### src/rtl/btn_pkg.sv
// Shared definitions for the debounced-button event path: channel FSM states
// and the mapping of button channels to bit positions.
package btn_pkg;

  typedef enum logic [1:0] {
    ARM,
    IDLE,
    PRESSED,
    HELD
  } btn_state_e;

  localparam int N_BTN_DEFAULT = 4;

  localparam int BTN_HS      = 0;
  localparam int BTN_VS      = 1;
  localparam int BTN_DF_UART = 2;
  localparam int BTN_DF_VGA  = 3;

endpackage

### src/rtl/btn_event_chan.sv
// One button channel: turns a clean level into press / short / long / repeat /
// release pulses plus a press-toggled level, all registered.
module btn_event_chan
  import btn_pkg::*;
#(
  parameter int LONG_CYCLES   = 50_000_000,
  parameter int REPEAT_CYCLES = 10_000_000
) (
  input  logic clk,
  input  logic rst,
  input  logic level,
  output logic press_pulse,
  output logic short_pulse,
  output logic long_pulse,
  output logic repeat_pulse,
  output logic release_pulse,
  output logic toggle
);

  localparam int CNT_W = $clog2(LONG_CYCLES + 1);
  localparam logic [CNT_W-1:0] LONG_C  = CNT_W'(LONG_CYCLES);
  localparam logic [CNT_W-1:0] REP_C   = CNT_W'(REPEAT_CYCLES);
  localparam logic [CNT_W-1:0] CNT_MAX = '1;

  btn_state_e       state;
  logic [CNT_W-1:0] cnt;

  function automatic logic [CNT_W-1:0] sat_inc(input logic [CNT_W-1:0] v);
    return (v == CNT_MAX) ? v : v + 1'b1;
  endfunction

  always_ff @(posedge clk or posedge rst) begin
    if (rst) begin
      state         <= ARM;
      cnt           <= '0;
      press_pulse   <= 1'b0;
      short_pulse   <= 1'b0;
      long_pulse    <= 1'b0;
      repeat_pulse  <= 1'b0;
      release_pulse <= 1'b0;
      toggle        <= 1'b0;
    end else begin
      press_pulse   <= 1'b0;
      short_pulse   <= 1'b0;
      long_pulse    <= 1'b0;
      repeat_pulse  <= 1'b0;
      release_pulse <= 1'b0;
      case (state)
        // A button held through reset must be released before it can fire.
        ARM: begin
          if (!level) state <= IDLE;
        end
        IDLE: begin
          if (level) begin
            state       <= PRESSED;
            cnt         <= CNT_W'(1);
            press_pulse <= 1'b1;
            toggle      <= ~toggle;
          end
        end
        // cnt equals the number of edges since the press edge, so the long
        // threshold lands exactly LONG_CYCLES edges after the press; a release
        // on that same edge takes priority and still counts as short.
        PRESSED: begin
          if (!level) begin
            state         <= IDLE;
            cnt           <= '0;
            short_pulse   <= 1'b1;
            release_pulse <= 1'b1;
          end else if (cnt == LONG_C) begin
            state      <= HELD;
            cnt        <= '0;
            long_pulse <= 1'b1;
          end else begin
            cnt <= sat_inc(cnt);
          end
        end
        HELD: begin
          if (!level) begin
            state         <= IDLE;
            cnt           <= '0;
            release_pulse <= 1'b1;
          end else if (sat_inc(cnt) == REP_C) begin
            cnt          <= '0;
            repeat_pulse <= 1'b1;
          end else begin
            cnt <= sat_inc(cnt);
          end
        end
        default: begin
          state <= ARM;
          cnt   <= '0;
        end
      endcase
    end
  end

endmodule

### src/rtl/btn_event_decoder.sv
// Bank of independent button channels converting debounced levels into
// single-cycle control events for the UART and VGA control registers.
module btn_event_decoder
  import btn_pkg::*;
#(
  parameter int N_BTN         = N_BTN_DEFAULT,
  parameter int LONG_CYCLES   = 50_000_000,
  parameter int REPEAT_CYCLES = 10_000_000
) (
  input  logic             clk,
  input  logic             rst,
  input  logic [N_BTN-1:0] btn_level,
  output logic [N_BTN-1:0] press_pulse,
  output logic [N_BTN-1:0] short_pulse,
  output logic [N_BTN-1:0] long_pulse,
  output logic [N_BTN-1:0] repeat_pulse,
  output logic [N_BTN-1:0] release_pulse,
  output logic [N_BTN-1:0] toggle
);

  for (genvar g = 0; g < N_BTN; g++) begin : g_chan
    btn_event_chan #(
      .LONG_CYCLES  (LONG_CYCLES),
      .REPEAT_CYCLES(REPEAT_CYCLES)
    ) u_chan (
      .clk          (clk),
      .rst          (rst),
      .level        (btn_level[g]),
      .press_pulse  (press_pulse[g]),
      .short_pulse  (short_pulse[g]),
      .long_pulse   (long_pulse[g]),
      .repeat_pulse (repeat_pulse[g]),
      .release_pulse(release_pulse[g]),
      .toggle       (toggle[g])
    );
  end

endmodule

### config.mk
export PLATFORM = sky130hd
export DESIGN_NAME = btn_event_decoder
export DESIGN_NICKNAME = d
export VERILOG_FILES = /design/src/rtl/btn_pkg.sv /design/src/rtl/btn_event_chan.sv /design/src/rtl/btn_event_decoder.sv
export SDC_FILE = /design/constraint.sdc
export NUM_CORES = 1
export LEC_CHECK = 0
export CORE_MARGIN = 3
export CORE_UTILIZATION = 40
export CTS_BUF_LIST = sky130_fd_sc_hd__clkbuf_2
export CTS_CLUSTER_SIZE = 40
export DETAILED_ROUTE_END_ITERATION = 10
export DONT_BUFFER_PORTS = 1
export RECOVER_POWER = 25
export SLEW_MARGIN = 0
export SYNTH_ARGS = -nofsm -noshare
export SYNTH_HDL_FRONTEND = slang
export SYNTH_HIERARCHICAL = 1
export SYNTH_SLANG_ARGS = --single-unit
### constraint.sdc
create_clock -name clk -period 8.35 [get_ports clk]
set_input_delay 1.2525 -clock clk [delete_from_list [all_inputs] [get_ports clk]]
set_output_delay 1.2525 -clock clk [all_outputs]
set_load 0.005 [all_outputs]
==> results of run 1 <==
## worst paths after layout
| kind | to | slack, ns | cells after the start |
|---|---|---|---|
| min | g_chan[2].u_chan/cnt[9]$_DFFE_PP0P_ | 0.50 | 2 |
| min in group clk | g_chan[3].u_chan/toggle$_DFFE_PP0P_ | 0.51 | 1 |
| max reg2reg | g_chan[0].u_chan/cnt[12]$_DFFE_PP0P_ | 4.07 | 10 |
| max | g_chan[0].u_chan/cnt[12]$_DFFE_PP0P_ | 4.07 | 10 |
| min reg2reg | g_chan[3].u_chan/toggle$_DFFE_PP0P_ | 0.51 | 1 |
| max in group asynchronous | g_chan[1].u_chan/cnt[20]$_DFFE_PP0P_ | 6.14 | 2 |
## flip-flops by register name, summed over array words and instances (netlist names)
| name | cells |
|---|---|
| g_chan.u_chan/cnt | 104 |
| g_chan.u_chan/long_pulse | 4 |
| g_chan.u_chan/press_pulse | 4 |
| g_chan.u_chan/release_pulse | 4 |
| g_chan.u_chan/repeat_pulse | 4 |
| g_chan.u_chan/short_pulse | 4 |
| g_chan.u_chan/state | 8 |
| g_chan.u_chan/toggle | 4 |
## cell families after synthesis
kind of cell    after synthesis  share of synthesized area [%]
simple gates                564                          31.15
compound gates              306                          21.10
flops                       136                          34.14
buf+inv                     129                          6.150
xor+xnor                     40                          3.514
fa+ha+maj                    24                          3.012
mux                           9                         0.9413
## cell usage in the layout (no fill, tap or decap), drive strengths merged, types with 21 or more instances in the layout
master,Yosys,final
a21oi,61,61
and4,22,22
clkbuf,41,21
dfrtp,136,136
ha,24,24
inv,46,48
nand2,135,135
nand3,58,58
nand4,68,68
nor2,92,92
nor3,40,40
nor4,29,29
o21ai,106,106
or3,27,27
xor2,25,25
## layer usage
| metal | part of all wire, % | routed length (um) | global-route usage (%) |
|---|---|---|---|
| met1 | 46 | 12640 | 28.82 |
| met3 | 6.7 | 1837 | 4.388 |
| met5 | 0 | 0 | 0 |
| met4 | 1.6 | 444 | 5.267 |
| met2 | 46 | 12670 | 33.08 |
## where the power goes
group / total, mW / leakage, nW / internal (mW) / switching, mW
combinational: 0.664 / 1.93 / 0.227 / 0.438
sequential: 0.798 / 1.84 / 0.721 / 0.0770
clock: 0.418 / 0.145 / 0.141 / 0.276
## worst reg2reg max path: stages (launching register included)
cell	delay (ns)
sky130_fd_sc_hd__dfrtp_1	0.51
sky130_fd_sc_hd__ha_1	0.28
sky130_fd_sc_hd__nand4_1	0.28
sky130_fd_sc_hd__or3_1	0.61
sky130_fd_sc_hd__or2_1	0.55
sky130_fd_sc_hd__nand4_1	0.23
sky130_fd_sc_hd__xor2_1	0.21
sky130_fd_sc_hd__nand4_1	0.24
sky130_fd_sc_hd__o41ai_4	0.89
sky130_fd_sc_hd__nor2_1	0.12
sky130_fd_sc_hd__a211o_1	0.29
## area by class of cell
cell class                 count  area (um2)  area share [%]
inverter                      46       172.7           1.688
antenna                        2       5.005         0.04894
tap                          324       405.4           3.964
sequential                   136        3403           33.28
multi-input combinational    943        5958           58.26
clock buffer                  18       90.09          0.8808
timing repair buffer           7       41.29          0.4037
clock inverter                14       151.4           1.480
==> out/summary.md, run 1 <==
The share of synthesized area occupied by flip-flops and latches is 34.14%. The tree is rooted in a sky130_fd_sc_hd__clkbuf_2. The worst hold path belongs to the class input pin to async pin. The worst slew margin relative to its limit is -29.25%. Walking the worst path, the cells encountered are ha_1 > nand4_1 > or3_1 > or2_1 > nand4_1 > xor2_1 > nand4_1 > o41ai_4 > nor2_1 > a211o_1. The hold violation count in the final report came out at 0. In the final layout, the share of cells above drive strength 1 is 7.045%. Summing over every cut layer, the via total after detailed routing is 9206. The commonest cells after synthesis are 136 x sky130_fd_sc_hd__dfrtp_1, 135 x sky130_fd_sc_hd__nand2_1, 90 x sky130_fd_sc_hd__nor2_1, 88 x sky130_fd_sc_hd__o21ai_0, 66 x sky130_fd_sc_hd__nand4_1.

The initial antenna violation count was 2; the remaining routing DRC violations was 0. The number of ports placed on the die boundary is 30. The clock-pin slew of the registers on the worst-case setup and hold paths came out at 0.23 ns.

Before antenna repair, the detailed router went through 5 iterations. For the number of buffers created by CTS, the log shows 17. The worst clock skew came out at 0.05855 ns. The number of enable flip-flop cells after synthesis was 0. The checks that failed: capacitance limit, slew limit.

By area the synthesized netlist is led by sky130_fd_sc_hd__dfrtp_1 34%, sky130_fd_sc_hd__nand2_1 5.1%, sky130_fd_sc_hd__o21ai_0 4.4%. Summed over all cells, the static leakage comes to 3.913 nW. The tools report the count of pins over their slew limit as 105.

The largest individual stage delay along the critical path comes from the cell sky130_fd_sc_hd__o41ai_4. The average wire per cell in the routed design works out to 18.52 um. In the final timing run, aggregate negative setup slack is 0 ns.

The number of hold buffers added after CTS was 0. For this run, the share of the core covered by cells in the final layout is 41.93%. Setup repair after global routing left no endpoint under its margin. The DRC violation total after the first TritonRoute iteration came out at 852. The number of buffer and inverter instances along the worst setup path was 0; the die area was 26860 um2. The share of flip-flops with an asynchronous set or reset came out at 100.0%. CTS saw 136 sinks. The smallest clock period supported by the final layout is computed as 4.282 ns. In this run the core area contains 57 standard-cell rows. The tools report the area of placed instances as 9992 um2.

The per-cell via count in the routed design is 6.179, and the number of buffers inserted by post-CTS setup repair is 0. The max-capacitance violation count is 3. Hold timing on the final database bottoms out at a slack of 0.4961 ns. The design draws 1.880 mW.

For this block, the routed nets add up to 27600 um of wire. The worst setup path is of the flip-flop to flip-flop kind. OpenSTA, run right after detailed placement, puts the worst setup slack at 4.118 ns. The beginning of the critical path was g_chan[0].u_chan/cnt[0]$_DFFE_PP0P_. The category of cells accounting for the largest share of critical-path delay is simple AND/OR/NAND/NOR gates. Power spread over the standard cell area amounts to 183.8 nW/um2.

The top flip-flop cell by instance count after synthesis is sky130_fd_sc_hd__dfrtp_1. Synthesized netlist net count: 1238. Setup violations remaining at the end of the flow were counted as 0. Counting stages on the worst path, the most repeated cell is sky130_fd_sc_hd__nand4_1. The launching point of the worst reg2reg path was g_chan[0].u_chan/cnt[0]$_DFFE_PP0P_. For the later-pin clock latency in the skew report, the log shows 0.74 ns. The die boundary width is 163.9 um. For this run, the number of standard cells in the final layout without fillers is 1490. At the pin with the least slew margin, the transition time is 1.939 ns.

The Yosys step of the flow raised 6 warnings. For the final instance area, the log shows 10230 um2. For the arrival time of the worst setup path, the log shows 4.91 ns.

Global routing finished with a remaining overflow of 0. STA puts the critical path data required time at 8.98 ns. The number of H-tree levels came out at 4. The share of the cycle needed by the critical path after routing was 51.28%. The worst setup slack after layout was 4.068 ns; the highest ir drop seen on vdd was 0.1187 mV.

The height of the die came out at 163.9 um. In this run the worst path has a maximum fanout of 17. For the number of placed cells counting well taps, the log shows 1456. For the count of antenna-violating nets left after detailed routing, the log shows 0. sky130_fd_sc_hd__dfrtp_1 takes more of the synthesized area than any other cell. The most frequent cell after synthesis is sky130_fd_sc_hd__dfrtp_1.

The combined global-route utilization of all metal layers was 20.77%; the count of nets after finishing was 1181. The area growth from synthesis to layout is 2.585%. For the highest attainable clock frequency, the log shows 0.2335 GHz. The number of input and output port buffers inserted works out to 0. Initial core utilization: 40.87%. The first global-routing pass estimated 45280 um of wire. The tools report the core area as 24390 um2. Synthesized area: 9970 um2. The run finished, with violations left.

TritonCTS built the clock tree. In this design, the stage delay of the slowest critical-path cell is 0.89 ns. Synthesis produced a netlist whose cell count is 1208.

After clock tree synthesis, the repair step resized 0 gates. Mean cell area of the mapped netlist: 8.253 um2. STA classifies the critical path endpoint as a flip-flop. The largest net degree at the start of global routing was 35; the area share of the leading cell type in the synthesized netlist was 34.14%. Counting the fill cells in the layout gives 2434. Counting along the longest clock path gives a buffer depth of 2. The logs give 84 for the number of unique standard cell types used by synthesis and 19330 um for the post-DP HPWL.

The kind of start point of the critical path is a flip-flop. The routability congestion estimate is 0.9366, and the total of flip-flops plus latches after synthesis is 136. The via count of the first global-routing pass came out at 8452.
Power figures use the tool's default switching activity.
==> run 2: changes to the inputs <==
clock period = 3.59 ns   (was 8.35 ns; I/O delays follow)
==> run 2 against run 1 <==
The run still ends with capacitance limit, slew limit left. Largest cell class unchanged. Final area is 5.5% higher. Worst setup slack got worse by 3.8 ns. Hold slack worse by 0.39 ns. Largest power group unchanged. Clock skew decreased by 0.010 ns. Sequential cell count unchanged.
==> out/summary.md, run 2 (same netlist as run 1, synthesis figures left out) <==
The run finished, with violations left. The final reports fail on capacitance limit, slew limit. The run gives 0 (unchanged) as the number of buffers inserted by post-CTS setup repair. The run gives 3 (unchanged) as the max-capacitance violation count.

The number of instances on the worst hold path is 3. The run gives 4.21 ns (-4.77 ns) as the critical path required time. The logs give 8972 (+6.2%) for the via count of the first global-routing pass and 10520 um2 (+5.3%) for the area of placed instances. The leakage power came out at 4.277 nW (+9.3%). The signed area change from the synthesized netlist to the final layout came out at 8.182%. The tools report the final instance area as 10790 um2 (+5.5%). Worst slew margin relative to its limit: -29.69% (-0.44 points). The tools report the number of H-tree levels as 4 (unchanged). Global-route wire length before repair: 48020 um (+6.1%). The logs give 24390 um2 (unchanged) for the core area and 20860 um (+7.9%) for the post-DP HPWL. The DRC violation total after the first TritonRoute iteration is 1135 (+33%). The register with the most flip-flops in the final layout is g_chan.u_chan/cnt.

The total congestion overflow was 0 (unchanged). The worst clock skew was 0.04813 ns (-0.01042 ns); the cell depth of the worst flop-to-flop path was 9 (-1). The tools report the routability congestion estimate as 0.9491 (+1.3%). The tools report the kind of start point of the critical path as a flip-flop. The largest registers in the layout are g_chan.u_chan/cnt: 104 flops, g_chan.u_chan/state: 8 flops.

TritonCTS built the clock tree. The shortest clock period the worst path allows after layout is 3.368 ns (-0.9138 ns). The run gives 0.2969 GHz (+27%) as the highest attainable clock frequency. Maximum root-to-sink buffer count: 2 (unchanged). The remaining routing DRC violations is 0 (unchanged).

The total of fill cells in the finished design is 2425 (-0.37%), and the count of antenna-violating nets left after detailed routing is 0 (unchanged). The per-cell via count in the routed design was 6.159 (-0.31%); the via count of the routed design was 9639 (+4.7%). The share of the cycle needed by the critical path after routing was 93.82% (+43 points). The category of cells accounting for the largest share of critical-path delay is compound AO/OA/AOI/OAI gates. The run gives 136 (unchanged) as the total clock sinks. For the internal reg-to-reg setup slack, the log shows 0.22 ns (-3.85 ns). The flip-flop count of the largest register after layout came out at 104 (unchanged). The path with the worst hold slack has its endpoint at g_chan[2].u_chan/repeat_pulse$_DFF_PP0_.

For the area of the multi-input gates, the log shows 5968 um2 (+0.17%). Cell type of the slowest stage on the worst timing path: sky130_fd_sc_hd__a2111oi_0. The run gives 0.73 ns (about the same) as the later-pin clock latency in the skew report. The storage element area was 3403 um2 (unchanged). The library cells used most frequently in the layout, excluding fill and tap cells, are 136 x sky130_fd_sc_hd__dfrtp_1, 135 x sky130_fd_sc_hd__nand2_1, 90 x sky130_fd_sc_hd__nor2_1.

Launching point of the worst reg2reg path: g_chan[2].u_chan/cnt[1]$_DFFE_PP0P_. The arrival time of the worst setup path was 3.99 ns (-0.92 ns). The run gives 22.05% (+1.3 points) as the combined global-route utilization of all metal layers. The worst hold path class was input pin to flip-flop. The worst flop-to-flop path endpoint is g_chan[2].u_chan/cnt[17]$_DFFE_PP0P_.

The peak per-stage delay on the critical path was 0.79 ns (-0.10 ns). Detailed-route wire length: 29090 um (+5.4%). The fraction of final layout cells with drive strength greater than 1 is 12.43% (+5.4 points). STA classifies the critical path endpoint as a flip-flop. The tools report the number of ports placed on the die boundary as 30 (unchanged). The run gives 26860 um2 (unchanged) as the die area.

Setup repair after global routing left no endpoint under its margin. The run gives 0 (unchanged) as the final setup violation count. Critical path start-end classification: flip-flop to flip-flop. Average wire per cell in the routed design: 18.59 um (+0.36%). The clock tree root buffer cell is sky130_fd_sc_hd__clkbuf_2. Traced cell by cell, the critical path runs through ha_1 > nand3_1 > a2111oi_0 > o2111a_1 > nand4_1 > nor4_4 > a21oi_4 > a32oi_1 > nand2b_1. The largest net degree at the start of global routing was 35 (unchanged); the number of buffer and inverter instances along the worst setup path was 0 (unchanged). Leaving out fill and tap cells, the most frequent cell in the layout is sky130_fd_sc_hd__dfrtp_1. Largest fanout on the critical path: 19 (+2). The clock-pin slew of the registers on the worst-case setup and hold paths was 0.21 ns (-0.02 ns); the hold violation count in the final report was 0 (unchanged). The worst-case hold slack was 0.1020 ns (-0.3941 ns); the height of the die was 163.9 um (unchanged). Total negative setup slack: 0 ns (unchanged). Count of pins over their slew limit: 105 (unchanged). The number of input and output port buffers inserted is 0 (unchanged), and the power density over the cells is 408.1 nW/um2 (+120%). Count of nets after finishing: 1256 (+6.4%). The tools report the worst slack at placement as 0.2513 ns (-3.867 ns). The measured slew at the worst slew-check pin is 1.945 ns (+0.006580 ns). In this run the most critical hold path is launched from btn_level[2]. The run gives 6 (+1) as the detailed-routing iteration count for the pre-antenna-repair pass. Die boundary width: 163.9 um (unchanged).

The worst setup slack after layout came out at 0.2219 ns (-3.846 ns). The tools report the initial antenna violation count as 1 (-1). Initial core utilization: 40.87% (unchanged). The highest ir drop seen on vdd was 0.2504 mV (+110%). The cell row count was 57 (unchanged); the number of buffers created by CTS was 17 (unchanged).
run 2: cell count changes in the layout (fill, tap and decap cells not counted), sizes merged:
cell,previous run,this run
clkbuf,21,20
clkinvlp,2,4
bufinv,2,1
buf,4,74
dlygate4sd3,0,5
run 2: worst min-delay path: stages:
cell and delay, ns:
sky130_fd_sc_hd__nand2_1 0.05, sky130_fd_sc_hd__nor4_1 0.04, sky130_fd_sc_hd__and2_1 0.16
run 2: power by group:
part / leakage [nW] / internal [mW] / switching, mW / total, mW
sequential: 1.84 / 1.68 / 0.146 / 1.82
combinational: 2.31 / 0.606 / 1.09 / 1.70
clock: 0.126 / 0.249 / 0.631 / 0.880
total: 4.28 / 2.53 / 1.87 / 4.40
run 2: worst max path at each step:
stage | cells past startpoint | start | end
6_report | 9 | g_chan[2].u_chan/cnt[1]$_DFFE_PP0P_ | g_chan[2].u_chan/cnt[17]$_DFFE_PP0P_
5_1_grt | 11 | g_chan[3].u_chan/cnt[0]$_DFFE_PP0P_ | g_chan[3].u_chan/cnt[20]$_DFFE_PP0P_
4_1_cts | 11 | g_chan[3].u_chan/cnt[0]$_DFFE_PP0P_ | g_chan[3].u_chan/cnt[14]$_DFFE_PP0P_
3_5_place_dp | 11 | g_chan[3].u_chan/cnt[0]$_DFFE_PP0P_ | g_chan[3].u_chan/cnt[14]$_DFFE_PP0P_
3_3_place_gp | 11 | g_chan[3].u_chan/cnt[0]$_DFFE_PP0P_ | g_chan[3].u_chan/cnt[20]$_DFFE_PP0P_
2_1_floorplan | 13 | g_chan[0].u_chan/cnt[0]$_DFFE_PP0P_ | g_chan[0].u_chan/cnt[19]$_DFFE_PP0P_
run 2: metal layers:
metal | part of all wire (%) | routed length, um | GRT usage (%)
met1 | 46 | 13390 | 31.42
met2 | 46 | 13300 | 34.49
met3 | 6.4 | 1852 | 3.909
met4 | 1.9 | 545 | 6.036
met5 | 0 | 0 | 0
run 2: through the flow:
step	std cells	util, %	power, mW
3_3_place_gp	1526	43.12	3.501
2_1_floorplan	1208	-	3.034
4_1_cts	1563	44.20	4.432
5_1_grt	1565	44.22	4.719
3_5_place_dp	1526	43.12	3.517
6_report	1565	44.22	4.401
run 2: area by class of cell:
type,instances,area share (%)
Clock buffer,17,0.7889
Multi-Input combinational cell,943,55.34
Inverter,46,1.601
Timing Repair Buffer,82,5.719
Sequential cell,136,31.55
Clock inverter,15,1.195
Antenna cell,2,0.04640
Tap cell,324,3.759
run 2: repair_timing:
action,4_1_cts,5_1_grt
hold endpoints to repair,157,0
setup endpoints to repair,0,4
resized for setup,0,2
hold buffers,5,0
==> run 3: changes to the inputs <==
CELL_PAD_IN_SITES_DETAIL_PLACEMENT = 0   (was not set)
CELL_PAD_IN_SITES_GLOBAL_PLACEMENT = 2   (was not set)
CORE_UTILIZATION = 37   (was 40)
PLACE_DENSITY_LB_ADDON = 0.1   (was not set)
==> run 3 against run 2 <==
The flow still finishes with violations (capacitance limit, slew limit). Critical path depth rose by 3. Count of clock-buffer cells in the layout rose by 2. Sequential power barely moved. Core utilization fell by 2.5 points. Sequential share of layout area fell by 0.52 points. Wire length rose by 9.6%. First-iteration DRC count fell by 36%. Register-to-register slack got worse by 0.05 ns. Global-route usage rose by 0.16 points. Worst setup slack got worse by 0.051 ns. Maximum frequency fell by 1.5%. Die area rose by 7.8%. Largest cell class unchanged. Largest power group unchanged.
==> out/summary.md, run 3 (same netlist as run 1, synthesis figures left out) <==
The run gives 5 (-1) as the detailed-routing iteration count for the pre-antenna-repair pass. The root buffer cell chosen for the clock tree is sky130_fd_sc_hd__clkbuf_2. The number of buffer and inverter instances along the worst setup path is 2 (+2). The leakage power is 4.387 nW (+2.6%), and the number of input and output port buffers inserted is 0 (unchanged).

The portion of total power attributed to combinational logic was 40.0% (+1.4 points); the arrival time of the worst setup path was 4.05 ns (+0.06 ns). The run gives 1 (unchanged) as the initial antenna violation count. The tools report the number of H-tree levels as 4 (unchanged). The largest net degree at the start of global routing came out at 35 (unchanged). The total clock sinks is 136 (unchanged), and the max-capacitance violation count is 3 (unchanged).

The shortest clock period the worst path allows after layout was 3.419 ns (+0.05088 ns); the count of antenna-violating nets left after detailed routing was 0 (unchanged). The tools report the total of fill cells in the finished design as 2684 (+11%). The cell type of the slowest stage on the worst timing path is sky130_fd_sc_hd__or4_1. The post-DP HPWL is 23270 um (+12%). The area of the multi-input gates was 5966 um2 (about the same).

The tools report the combined global-route utilization of all metal layers as 22.22% (+0.16 points). Critical path start-end classification: flip-flop to flip-flop. The tools report the highest attainable clock frequency as 0.2925 GHz (-1.5%). The DRC violation total after the first TritonRoute iteration was 723 (-36%). Worst clock skew: 0.05938 ns (+0.01125 ns). The final setup violation count was 0 (unchanged). The peak per-stage delay on the critical path works out to 0.54 ns (-0.25 ns). The flow ran to the end, but the final reports show violations. For the later-pin clock latency in the skew report, the log shows 0.73 ns (about the same). The category of cells accounting for the largest share of critical-path delay is simple AND/OR/NAND/NOR gates. The count of nets after finishing came out at 1282 (+2.1%).

The tools report the maximum root-to-sink buffer count as 2 (unchanged). The average wire per cell in the routed design was 19.93 um (+7.2%). The share of the cycle needed by the critical path after routing was 95.24% (+1.4 points); the height of the die was 170.2 um (+3.8%). The flip-flop count of the largest register after layout was 104 (unchanged); the detailed-route wire length was 31880 um (+9.6%). The largest fanout on the critical path was 9 (-10); the final instance area was 10980 um2 (+1.8%). The total congestion overflow was 0 (unchanged); the hold violation count in the final report was 0 (unchanged). Measured slew at the worst slew-check pin: 2.014 ns (+0.06846 ns). Counting flops per register, the top entry is g_chan.u_chan/cnt.

The cell row count is 59 (+3.5%). The critical path goes through ha_1 > and4_1 > nand3_2 > nor2_4 > or4_1 > a2111oi_1 > nand4_1 > buf_4 > o21ai_4 > buf_4 > o21ai_2 > a21o_1. The switching fraction of total power was 42.11% (-0.36 points); the global-route wire length before repair was 51880 um (+8.0%).

The power density over the cells was 402.2 nW/um2 (-1.4%); the initial core utilization was 37.94% (-2.9 points). Internal reg-to-reg setup slack: 0.17 ns (-0.05 ns). The tools report the storage element area as 3407 um2 (+0.11%).

The most numerous cell type found on the critical path is sky130_fd_sc_hd__buf_4. The worst hold path class was input pin to flip-flop. The area of placed instances was 10690 um2 (+1.7%); the net switching power figure was 1.859 mW (-0.53%). The clock-pin slew of the registers on the worst-case setup and hold paths is 0.23 ns (+0.02 ns). Number of ports placed on the die boundary: 30 (unchanged).

The largest registers in the layout are g_chan.u_chan/cnt: 104 flops, g_chan.u_chan/state: 8 flops. The top cell types in the final layout, fill and taps aside, are 135 x sky130_fd_sc_hd__nand2_1, 133 x sky130_fd_sc_hd__dfrtp_1, 98 x sky130_fd_sc_hd__buf_4. The worst slew margin relative to its limit is -34.26% (-4.6 points), and the proportion of power drawn by the clock network is 18.7% (-1.3 points). The die boundary width came out at 170.2 um (+3.8%). The fraction of final layout cells with drive strength greater than 1 was 13.78% (+1.3 points); the critical path required time was 4.22 ns (about the same). The final reports fail on capacitance limit, slew limit. Setup repair after global routing left no endpoint under its margin. For the via count of the first global-routing pass, the log shows 9123 (+1.7%).

The core area was 26280 um2 (+7.7%); the remaining routing DRC violations was 0 (unchanged). Relative to the synthesized area, the layout overhead comes to 10.10%. Number of buffers created by CTS: 17 (unchanged). The per-cell via count in the routed design came out at 5.911 (-4.0%).

The kind of start point of the critical path was a flip-flop. The total negative setup slack was 0 ns (unchanged); the final core utilization was 41.77% (-2.5 points). The count of pins over their slew limit is 105 (unchanged). For the portion of total power attributed to sequential cells, the log shows 41.3% (about the same). The routability congestion estimate was 0.9147 (-3.6%).

The worst setup path is captured at a flip-flop. The library cell used most frequently in the layout, excluding fill and tap cells, is sky130_fd_sc_hd__nand2_1. The highest ir drop seen on vdd was 0.1436 mV (-43%). The run gives 2.556 mW (+0.93%) as the internal portion of total power. TritonCTS built the clock tree. Die area: 28950 um2 (+7.8%). The via count of the routed design came out at 9457 (-1.9%).
## run 3: cell types whose count changed in the layout (fill, tap and decap cells not counted), sizes merged
cell / before / now
clkbuf: 20 / 22
buf: 74 / 99
inv: 48 / 46
clkinv: 8 / 6
dlygate4sd3: 5 / 6
## run 3: area by class of cell
type	instances	share of cell area, %
Antenna cell	2	0.04559
Clock buffer	19	0.8663
Clock inverter	11	0.7751
Inverter	46	1.573
Multi-Input combinational cell	943	54.35
Sequential cell	136	31.04
Tap cell	335	3.819
Timing Repair Buffer	108	7.534
## run 3: layer usage
metal  wire [um]  up-vias  track usage (%)
li1            -     4571                -
met1       15530     4626            31.90
met2       14700      228            35.78
met3        1199       32            2.950
met4         453        0            4.903
met5           0        -                0
## run 3: final timing paths
path | startpoint | endpoint | cells past startpoint
worst min-delay path | btn_level[1] | g_chan[1].u_chan/repeat_pulse$_DFF_PP0_ | 3
max in group asynchronous | rst | g_chan[2].u_chan/cnt[3]$_DFFE_PP0P_ | 3
worst min register to register | g_chan[0].u_chan/toggle$_DFFE_PP0P_ | g_chan[0].u_chan/toggle$_DFFE_PP0P_ | 1
min in group asynchronous | rst | g_chan[3].u_chan/cnt[21]$_DFFE_PP0P_ | 2
worst max register to register | g_chan[3].u_chan/cnt[0]$_DFFE_PP0P_ | g_chan[3].u_chan/cnt[13]$_DFFE_PP0P_ | 12
worst max-delay path | g_chan[3].u_chan/cnt[0]$_DFFE_PP0P_ | g_chan[3].u_chan/cnt[13]$_DFFE_PP0P_ | 12
## run 3: power groups by stage
| stage | Sequential (mW) | Combinational [mW] | Clock (mW) |
|---|---|---|---|
| floorplan | 1.81 | 1.22 | 0 |
| detailed placement | 1.85 | 1.74 | 0 |
| global route | 1.85 | 1.97 | 0.947 |
| global placement | 1.85 | 1.75 | 0 |
| CTS | 1.83 | 1.76 | 0.880 |
| finish | 1.83 | 1.76 | 0.825 |
## run 3: worst reg2reg max path, stage by stage, from the launching register on
cell                        delay (ns)
sky130_fd_sc_hd__dfrtp_1          0.47
sky130_fd_sc_hd__ha_1             0.27
sky130_fd_sc_hd__and4_1           0.31
sky130_fd_sc_hd__nand3_2          0.22
sky130_fd_sc_hd__nor2_4           0.12
sky130_fd_sc_hd__or4_1            0.54
sky130_fd_sc_hd__a2111oi_1        0.46
sky130_fd_sc_hd__nand4_1          0.15
sky130_fd_sc_hd__buf_4            0.18
sky130_fd_sc_hd__o21ai_4          0.22
sky130_fd_sc_hd__buf_4            0.20
sky130_fd_sc_hd__o21ai_2          0.06
sky130_fd_sc_hd__a21o_1           0.17
## run 3: stage by stage
| stage | hold slack [ns] | setup WS (ns) | power, mW | cells |
|---|---|---|---|---|
| 2_1_floorplan | 0.4647 | 0.3835 | 3.034 | 1208 |
| 3_3_place_gp | 0.4819 | 0.003404 | 3.598 | 1557 |
| 3_5_place_dp | 0.4892 | 0.03488 | 3.596 | 1557 |
| 4_1_cts | 0.01717 | 0.01405 | 4.466 | 1592 |
| 5_1_grt | 0.005847 | 0.007779 | 4.766 | 1600 |
| 6_report | 0.08956 | 0.1710 | 4.415 | 1600 |
## run 3: what timing repair did
item | CTS | global route
hold buffers | 5 | 1
buffers inserted | 0 | 5
setup endpoints to repair | 0 | 22
resized for setup | 0 | 4
endpoints found under the hold margin | 156 | 1
